$ cat config.mk
export PLATFORM = sky130hd
export DESIGN_NAME = jogador_ctrl
export DESIGN_NICKNAME = d
export VERILOG_FILES = /design/src/rtl/jogo_pkg.sv /design/src/rtl/step_timer.sv /design/src/rtl/jogador_ctrl.sv
export SDC_FILE = /design/constraint.sdc
export NUM_CORES = 1
export LEC_CHECK = 0
export BUFFER_PORTS_ARGS = -buffer_cell sky130_fd_sc_hd__clkbuf_2
export CORE_UTILIZATION = 55
export CTS_CLUSTER_DIAMETER = 80
export CTS_CLUSTER_SIZE = 14
export DETAILED_ROUTE_END_ITERATION = 8
export GPL_ROUTABILITY_DRIVEN = 1
export PLACE_DENSITY = 0.79
export SLEW_MARGIN = 20
export SYNTH_ARGS = -nofsm -noshare
export SYNTH_HDL_FRONTEND = slang
export SYNTH_SLANG_ARGS = --single-unit
$ cat constraint.sdc
create_clock -name VGA_CLK -period 3.5 [get_ports VGA_CLK]
set_input_delay 0.7 -clock VGA_CLK [delete_from_list [all_inputs] [get_ports VGA_CLK]]
set_output_delay 0.7 -clock VGA_CLK [all_outputs]
set_load 0.05 [all_outputs]
$ cat src/rtl/jogo_pkg.sv
// Shared game definitions: screen size, heading and FSM encodings, pixel colour payload.
package jogo_pkg;

   localparam int unsigned SCREEN_W = 640;
   localparam int unsigned SCREEN_H = 480;
   localparam int unsigned CALC_W   = 11;

   typedef enum logic [1:0] {
      DIR_RIGHT = 2'd0,
      DIR_DOWN  = 2'd1,
      DIR_LEFT  = 2'd2,
      DIR_UP    = 2'd3
   } dir_t;

   typedef enum logic [1:0] {
      ST_RUN    = 2'd0,
      ST_PAUSED = 2'd1,
      ST_DEAD   = 2'd2
   } state_t;

   typedef enum logic [1:0] {
      TURN_NONE = 2'd0,
      TURN_CW   = 2'd1,
      TURN_ACW  = 2'd2
   } turn_t;

   typedef struct packed {
      logic [7:0] r;
      logic [7:0] g;
      logic [7:0] b;
   } rgb_t;

   // Heading after applying a turn, modulo four.
   function automatic dir_t turn_dir(input dir_t d, input turn_t t);
      logic [1:0] r;
      r = d;
      if (t == TURN_CW)
         r = d + 2'd1;
      else if (t == TURN_ACW)
         r = d - 2'd1;
      return dir_t'(r);
   endfunction

endpackage

$ cat src/rtl/step_timer.sv
// Movement pacing counter: counts 0..STEP_TICKS-1 while enabled and flags the last count.
module step_timer #(
   parameter int unsigned STEP_TICKS = 1000000
) (
   input  logic clk,
   input  logic rst_n,
   input  logic enable,
   input  logic clear,
   output logic tick_c
);

   localparam int unsigned CNT_W = (STEP_TICKS > 1) ? $clog2(STEP_TICKS) : 1;
   localparam logic [CNT_W-1:0] LAST = CNT_W'(STEP_TICKS - 1);

   logic [CNT_W-1:0] cnt;

   assign tick_c = enable && !clear && (cnt == LAST);

   always_ff @(posedge clk or negedge rst_n) begin
      if (!rst_n)
         cnt <= '0;
      else if (clear)
         cnt <= '0;
      else if (enable)
         cnt <= (cnt == LAST) ? '0 : cnt + CNT_W'(1);
   end

endmodule

$ cat src/rtl/jogador_ctrl.sv
// Player controller: steps a square one cell per timer period, turns on key presses,
// dies or wraps at the screen border, and paints the square into the pixel stream.
module jogador_ctrl #(
   parameter int unsigned CELL       = 8,
   parameter int unsigned SCREEN_W   = jogo_pkg::SCREEN_W,
   parameter int unsigned SCREEN_H   = jogo_pkg::SCREEN_H,
   parameter int unsigned START_X    = 216,
   parameter int unsigned START_Y    = 232,
   parameter int unsigned START_DIR  = 0,
   parameter int unsigned STEP_TICKS = 1000000,
   parameter int unsigned WRAP       = 0,
   parameter logic [23:0] COLOR      = 24'hFFFF00,
   parameter logic [23:0] DEAD_COLOR = 24'hFF0000
) (
   input  logic       VGA_CLK,
   input  logic       reset_n,
   input  logic       reiniciar,
   input  logic       pausa,
   input  logic [1:0] KEY,
   input  logic [9:0] next_x,
   input  logic [9:0] next_y,
   output logic [9:0] pos_x,
   output logic [9:0] pos_y,
   output logic [1:0] dir,
   output logic       step,
   output logic       alive,
   output logic       hit,
   output logic [7:0] OUT_R,
   output logic [7:0] OUT_G,
   output logic [7:0] OUT_B
);
   import jogo_pkg::*;

   localparam logic [CALC_W-1:0] MAX_X  = CALC_W'(SCREEN_W - CELL);
   localparam logic [CALC_W-1:0] MAX_Y  = CALC_W'(SCREEN_H - CELL);
   localparam logic [CALC_W-1:0] CELL_W = CALC_W'(CELL);
   localparam logic              WRAP_EN = (WRAP != 0);

   state_t            state, state_next;
   dir_t              dir_q, dir_new_c;
   turn_t             pending;
   logic [1:0]        key_q, key_fall_c;
   logic              tick_c;
   logic [CALC_W-1:0] mx_c, my_c;
   logic [9:0]        nx_c, ny_c;
   logic              out_x_c, out_y_c, move_ok_c;
   rgb_t              colour_c;

   step_timer #(.STEP_TICKS(STEP_TICKS)) u_step_timer (
      .clk    (VGA_CLK),
      .rst_n  (reset_n),
      .enable (state == ST_RUN),
      .clear  (reiniciar),
      .tick_c (tick_c)
   );

   assign key_fall_c = key_q & ~KEY;
   assign dir        = dir_q;

   // Candidate move: turn first, then step; 11-bit math exposes underflow past zero.
   always_comb begin
      dir_new_c = turn_dir(dir_q, pending);
      mx_c      = {1'b0, pos_x};
      my_c      = {1'b0, pos_y};
      case (dir_new_c)
         DIR_RIGHT: mx_c = {1'b0, pos_x} + CELL_W;
         DIR_LEFT:  mx_c = {1'b0, pos_x} - CELL_W;
         DIR_DOWN:  my_c = {1'b0, pos_y} + CELL_W;
         default:   my_c = {1'b0, pos_y} - CELL_W;
      endcase
      out_x_c   = (mx_c > MAX_X);
      out_y_c   = (my_c > MAX_Y);
      move_ok_c = !(out_x_c || out_y_c) || WRAP_EN;
      nx_c      = mx_c[9:0];
      ny_c      = my_c[9:0];
      if (out_x_c)
         nx_c = (dir_new_c == DIR_RIGHT) ? 10'd0 : MAX_X[9:0];
      if (out_y_c)
         ny_c = (dir_new_c == DIR_DOWN) ? 10'd0 : MAX_Y[9:0];
   end

   always_ff @(posedge VGA_CLK or negedge reset_n) begin
      if (!reset_n)
         state <= ST_RUN;
      else
         state <= state_next;
   end

   always_comb begin
      state_next = state;
      case (state)
         ST_RUN: begin
            if (tick_c && !move_ok_c)
               state_next = ST_DEAD;
            else if (pausa)
               state_next = ST_PAUSED;
         end
         ST_PAUSED: begin
            if (!pausa)
               state_next = ST_RUN;
         end
         ST_DEAD: state_next = ST_DEAD;
         default: state_next = ST_RUN;
      endcase
      if (reiniciar)
         state_next = ST_RUN;
   end

   // Position, heading and turn arming; a key edge landing on a step is kept for the next one.
   always_ff @(posedge VGA_CLK or negedge reset_n) begin
      if (!reset_n) begin
         pos_x   <= 10'(START_X);
         pos_y   <= 10'(START_Y);
         dir_q   <= dir_t'(2'(START_DIR));
         pending <= TURN_NONE;
         key_q   <= 2'b11;
         step    <= 1'b0;
         alive   <= 1'b1;
      end else begin
         key_q <= KEY;
         step  <= 1'b0;
         alive <= (state_next != ST_DEAD);
         if (reiniciar) begin
            pos_x   <= 10'(START_X);
            pos_y   <= 10'(START_Y);
            dir_q   <= dir_t'(2'(START_DIR));
            pending <= TURN_NONE;
         end else begin
            if (tick_c) begin
               dir_q   <= dir_new_c;
               pending <= TURN_NONE;
               if (move_ok_c) begin
                  pos_x <= nx_c;
                  pos_y <= ny_c;
                  step  <= 1'b1;
               end
            end
            if (state == ST_RUN) begin
               if (key_fall_c == 2'b11)
                  pending <= TURN_NONE;
               else if (key_fall_c[0])
                  pending <= TURN_CW;
               else if (key_fall_c[1])
                  pending <= TURN_ACW;
            end
         end
      end
   end

   assign hit = ({1'b0, next_x} >= {1'b0, pos_x}) && ({1'b0, next_x} < ({1'b0, pos_x} + CELL_W)) &&
                ({1'b0, next_y} >= {1'b0, pos_y}) && ({1'b0, next_y} < ({1'b0, pos_y} + CELL_W));

   always_comb begin
      colour_c = '0;
      if (hit)
         colour_c = alive ? rgb_t'(COLOR) : rgb_t'(DEAD_COLOR);
   end

   assign OUT_R = colour_c.r;
   assign OUT_G = colour_c.g;
   assign OUT_B = colour_c.b;

endmodule
Word-level counts from Yosys, hierarchy flattened
Cells that the tools add are included.
{"block": "classes", "n_reduce_logical": 14, "magnitude_cmp": 6, "mux": 35, "eq_ne": 10, "n_bitwise": 2, "addsub": 7}
{"op": "two-way mux 10 bit", "n": 9}
{"op": "two-way mux 20 bit", "n": 3}
{"op": "case mux 11 bit (2 select lines)", "n": 2}
{"op": "two-way mux 2 bit", "n": 14}
{"op": "two-way mux 24 bit", "n": 1}
{"op": "adder 10 x 4 -> 11 bit, second input constant", "n": 2}
{"op": "less-than comparator 10 x 11 -> 1 bit", "n": 2}
{"op": "subtractor 10 x 4 -> 11 bit, second input constant", "n": 2}
{"op": "adder 20 x 1 -> 20 bit, second input constant", "n": 1}
{"op": "equality test 20 bit, second input constant", "n": 1}
{"op": ">= comparator 10 bit", "n": 2}
{"op": "two-way mux 16 bit", "n": 1}
{"op": "greater-than comparator 11 x 10 -> 1 bit, second input constant", "n": 1}
{"op": "greater-than comparator 11 x 9 -> 1 bit, second input constant", "n": 1}
{"op": "two-way mux 9 bit", "n": 1}
{"op": "equality test 2 bit, second input constant", "n": 4}
{"op": "equality test 2 x 1 -> 1 bit, second input constant", "n": 3}
{"op": "logical AND 1 bit", "n": 6}
{"op": "case mux 2 bit (3 select lines)", "n": 1}
{"op": "zero test 2 bit", "n": 2}
{"op": "inequality test 2 bit, second input constant", "n": 2}
{"op": "nonzero test 2 bit", "n": 2}
{"op": "two-way mux 1 bit", "n": 3}
{"op": "adder 2 x 1 -> 2 bit, second input constant", "n": 1}
{"op": "7 further kinds", "n": 7}
{"block": "totals", "reg_bits": 50, "inputBits": 26, "output_inout_bits": 49, "wordCells": 83}

Longest topological paths before layout
{"block": "logic_depth", "word_depth": 13, "depth_mapped": 13, "ltp_nobuf": 11}

Hierarchy
Synthesis repeated with hierarchy kept, for this count alone.
{"block": "hier_totals", "cells_unflattened": 464, "hier_area_um2": 3958.8}
{"module": "jogador_ctrl", "cells_each": 326, "seq_area_each_um2": 614.3, "instances": 1, "area_per_inst_um2": 2778.9}
{"module": "step_timer", "cells_each": 138, "seq_area_each_um2": 500.5, "instances": 1, "area_per_inst_um2": 1179.9}

Worst setup path before layout
OpenSTA, ideal clock, no wires.
{"block": "synth_path", "path_type": "register -> output", "from": "reg pos_y[5]", "to": "out OUT_G[1]", "arrival_time_ns": 3.945, "path_buffers": 2, "required_ns": 2.800, "path_stages_with_launch": 12, "slack_ns": -1.145, "path_cell_list": "dfstp_2 -> buf_2 -> nand3_1 -> nor3_1 -> xnor2_1 -> ha_1 -> o21ai_0 -> a21oi_1 -> o31ai_1 -> o21ai_0 -> nor3_1 -> buf_4"}
{"block": "synth_between", "elab_chain_len": 4, "word_cells_on_any_way": 6, "classes_between": "add/sub (1); order compare (2); mux (1); reduce/logical (2)"}
{"item": "start, declared", "line": "jogador_ctrl.sv:23", "text": "output logic [9:0] pos_y,"}
{"item": "start signal, assigned", "line": "jogador_ctrl.sv:113", "text": "pos_y <= 10'(START_Y);"}
{"item": "start signal, assigned", "line": "jogador_ctrl.sv:125", "text": "pos_y <= 10'(START_Y);"}
{"item": "start signal, assigned", "line": "jogador_ctrl.sv:134", "text": "pos_y <= ny_c;"}
{"item": "adder 10 x 4 -> 11 bit / >= comparator 10 bit (equally long branches)", "line": "jogador_ctrl.sv:151", "text": "({1'b0, next_y} >= {1'b0, pos_y}) && ({1'b0, next_y} < ({1'b0, pos_y} + CELL_W));"}
{"item": "less-than comparator 10 x 11 -> 1 bit / logical AND 1 bit (equally long branches)", "line": "jogador_ctrl.sv:151, jogador_ctrl.sv:150"}
{"item": "logical AND 1 bit *", "line": "jogador_ctrl.sv:151"}
{"item": "two-way mux 24 bit *", "line": "jogador_ctrl.sv:155", "text": "if (hit)"}
{"item": "end, declared", "line": "jogador_ctrl.sv:29", "text": "output logic [7:0] OUT_G,"}
Every way passes the cells marked *; elsewhere a longest branch is shown, timed or not.

Worst setup path in the final report
{"block": "layout_path", "from": "reg pos_y[3]", "to": "out OUT_R[4]"}
{"block": "layout_between", "elab_chain_len": 4, "word_cells_on_any_way": 6, "classes_between": "add/sub (1); order compare (2); mux (1); reduce/logical (2)"}
{"item": "adder 10 x 4 -> 11 bit / >= comparator 10 bit (equally long branches)", "line": "jogador_ctrl.sv:151"}
{"item": "less-than comparator 10 x 11 -> 1 bit / logical AND 1 bit (equally long branches)", "line": "jogador_ctrl.sv:151, jogador_ctrl.sv:150"}
{"item": "logical AND 1 bit *", "line": "jogador_ctrl.sv:151"}
{"item": "two-way mux 24 bit *", "line": "jogador_ctrl.sv:155"}
{"item": "end, declared", "line": "jogador_ctrl.sv:28", "text": "output logic [7:0] OUT_R,"}
Marked as above.

==> reports/results.tsv <==
stage	metric	value	unit
outcome	status	complete, but fails checks	
outcome	violations	negative setup slack	
synth	avgSynthCellArea	8.506	um2
synth	synth.cell_area	4006	um2
setup_path	start_kind	flip-flop	
global_routing	antenna_found_initial	0	
layout	layout_commonest_cell	clkbuf_2	
setup_path	cp.arrival	2.91	ns
layout	fin_util	70.56	%
floorplan	coreArea	6907	um2
synth	synth_ff_type	dfrtp_1	
power	powerDensity	228.3	nW/um2
timing	fmax	276.8	MHz
floorplan	ios	75	
clock_tree	clk_path_buf_depth	2	
layout	insertedDiodeCount	0	
place	port_buffers	54	
layout	drive_above_1_share	27.19	%
detailed_routing	drt_iter0_markers	288	
setup_path	reg2reg_depth	9	
global_routing	grtUsageTotal	29.04	%
floorplan	die_w	87.35	um
timing	final.setup.tns	-1.521	ns
timing	finalMaxSlewViolations	0	
place	dp_hpwl	7.652	mm
setup_path	reg2reg_from	pending[0]	
synth	ys_seq_area_share	27.83	%
synth	synth_top_cell_by_area	dfrtp_1	
setup_path	cp_max_fo	6	
power	ir_worst_vdd	288.3	uV
layout	final_cell_mix	clkbuf_2 (37), o21ai_0 (32), dfrtp_1 (31), nor2_1 (30), nand2_1 (30)	
detailed_routing	route.detailed.drc	0	
timing	report.final.setup_viol	17	
synth	synth_edf_count	0	
timing	slew_headroom	36.73	%
clock_tree	cts_htree_levels	2	
timing	grt_setup_unrepaired	yes	
clock_tree	cts_tree	built	
setup_path	cp-end-kind	primary output	
layout	n_fill_cell	540	
timing	whs	0.4885	ns
timing	fin_ws	-0.1130	ns
clock_tree	cts_sinks	44	
synth	synth-seq-cells	44	
global_routing	gr-total-overflow	0	
detailed_routing	wire_per_inst	16.89	um
synth	synthDistinctLibCells	74	
power	leakage	0.002134	uW
global_routing	grt_max_degree	36	
synth	synthCells	471	
floorplan	die-area	7629	um2
synth	synth_top_area_share	20.61	%
synth	synth_warnings	0	
clock_tree	cts-root-buf	clkbuf_8	
timing	layout_min_cycle_time	3.613	ns
detailed_routing	dr.pass1.iters	5	
setup_path	critical_path_class	reg -> out	
power	power.total	1113	uW
floorplan	die_h	87.35	um
setup_path	crit_end	OUT_R[4]	
clock_tree	numCtsBuffers	5	
setup_path	ff2ff_setup_slack	0.36	ns
global_routing	grt_pass1_vias	3698	
job	maxCapViolCount	0	
clock_tree	clkLatencyLatePin	0.30	ns
worst_hold_path	worstHoldStart	u_step_timer.cnt[18]	
setup_path	timing.critical_path.from	pos_y[3]	
timing	tightest_slew	0.9455	ns
timing	skew	0.007517	ns
detailed_routing	num_vias	3831	
floorplan	rows	30	
timing	hold_viol_final	0	
synth	synthArstFlopShare	100.0	%
layout	synthToLayoutAreaGrowth	21.64	%
floorplan	start_util	58.01	%
worst_hold_path	hp-class	reg -> reg	
setup_path	r2r-end	pos_x[9]	
global_routing	grt_pass1_wl	17.28	mm
layout	nNetsFinal	584	
detailed_routing	drt_wl_total	10.51	mm
detailed_routing	via_per_inst	6.159	
place	place_congestion	0.9069	
clock_tree	path_clk_slew	0.08	ns
clock_tree	hold_buffers	0	
timing	finalCritPeriodShare	103.2	%
synth	yosys-top-cells-area	dfrtp_1 (21%), ha_1 (10%), dfstp_2 (7.2%)	
detailed_routing	ant_nets	0	
setup_path	crit_required	2.80	ns
layout make-up:
class	instances	area (um2)	area share, %
clock buffers	7	86.33	1.772
clock inverters	1	7.507	0.1540
inverters	21	83.83	1.720
multi-input cells	372	2724	55.89
flip-flops and latches	44	1129	23.16
well taps	96	120.1	2.465
repair buffers	81	723.2	14.84
cell usage after synthesis, types with 2 or more instances:
master     count
a211o_1        2
a211oi_1       2
a21boi_0       2
a21o_1         2
a21oi_1       21
a22o_1         2
a2bb2oi_1      3
a31oi_1        9
a32o_1         3
a32oi_1        2
and2_1         8
and3_1        10
and4_1         2
buf_2          4
buf_4         31
buf_6          2
clkbuf_1      11
dfrtp_1       33
dfstp_2       11
ha_1          33
inv_1         19
mux2i_1       11
nand2_1       30
nand2b_1       7
nand3_1       18
nand4_1        9
nor2_1        31
nor2b_1        5
nor3_1        12
nor3b_1        3
nor4_1         6
nor4b_1        7
o211ai_1       5
o21a_1         4
o21ai_0       38
o21ai_1        3
o31ai_1        8
o41ai_1        2
or3_1          6
or4_1          2
xnor2_1       17
xor2_1         3
per-layer routing:
metal	GRT usage, %	vias up	share of wire, %
met3	3.981	31	5.7
li1	-	1798	-
met1	35.70	1838	41
met2	52.06	164	50
met4	9.687	0	2.7
met5	0	-	0
sequential cells by signal, indices dropped and copies added (netlist names):
| signal | count |
|---|---|
| pos_y | 7 |
| pending | 2 |
| pos_x | 7 |
| key_q | 2 |
| step | 1 |
| alive | 1 |
| state | 2 |
| dir | 2 |
| u_step_timer.cnt | 20 |
logic make-up (layout without fill, tap and decap cells):
logic type / after synthesis / in the layout / synth area share (%)
simple gates: 167 / 168 / 23.02
xor+xnor: 21 / 21 / 4.966
other cells: 1 / 14 / 0.09360
mux: 12 / 12 / 3.029
compound gates: 124 / 124 / 20.89
fa+ha+maj: 33 / 33 / 10.31
flops: 44 / 44 / 27.83
buf+inv: 69 / 110 / 9.869
where the power goes:
group	total [uW]	internal, uW	switching, uW	leakage, uW
registers	522	515	7.43	0.000569
logic	255	89.0	166	0.00152
clock network	335	160	174	0.0000445
critical path, cell delays in order (launching register included):
cell and delay, ns:
dfstp_4 0.69, ha_4 0.19, nand3_2 0.11, xnor2_2 0.17, ha_1 0.28, o21ai_1 0.20, a21oi_2 0.07, o31ai_4 0.22
o21ai_2 0.13, buf_6 0.15, nor2_4 0.17, clkbuf_8 0.22
per-stage QoR:
| step | instance area (um2) | cells | worst slack (ns) |
|---|---|---|---|
| floorplan | 4214 | 484 | -0.2418 |
| global placement | 4389 | 604 | 0.02060 |
| detailed placement | 4389 | 604 | -0.07328 |
| CTS | 4825 | 620 | -0.09635 |
| global route | 4873 | 622 | -0.2123 |
| finish | 4873 | 622 | -0.1130 |
worst min path at each step:
stage                                       to  cells past startpoint  slack, ns
final                     u_step_timer.cnt[18]                      1       0.49
after global routing                  key_q[1]                      1       0.49
after CTS                             key_q[1]                      1       0.48
after detailed placement  u_step_timer.cnt[18]                      1       0.47
after global placement    u_step_timer.cnt[19]                      1       0.46
after floorplan                         dir[0]                      0       0.40
timing repair:
action | in CTS | in global routing
pin swaps | 12 | 3
resized for setup | 55 | 12
cloned | 1 | 0
setup buffers | 7 | 2
setup endpoints to repair | 17 | 21
(Power assumes the default switching activity.)
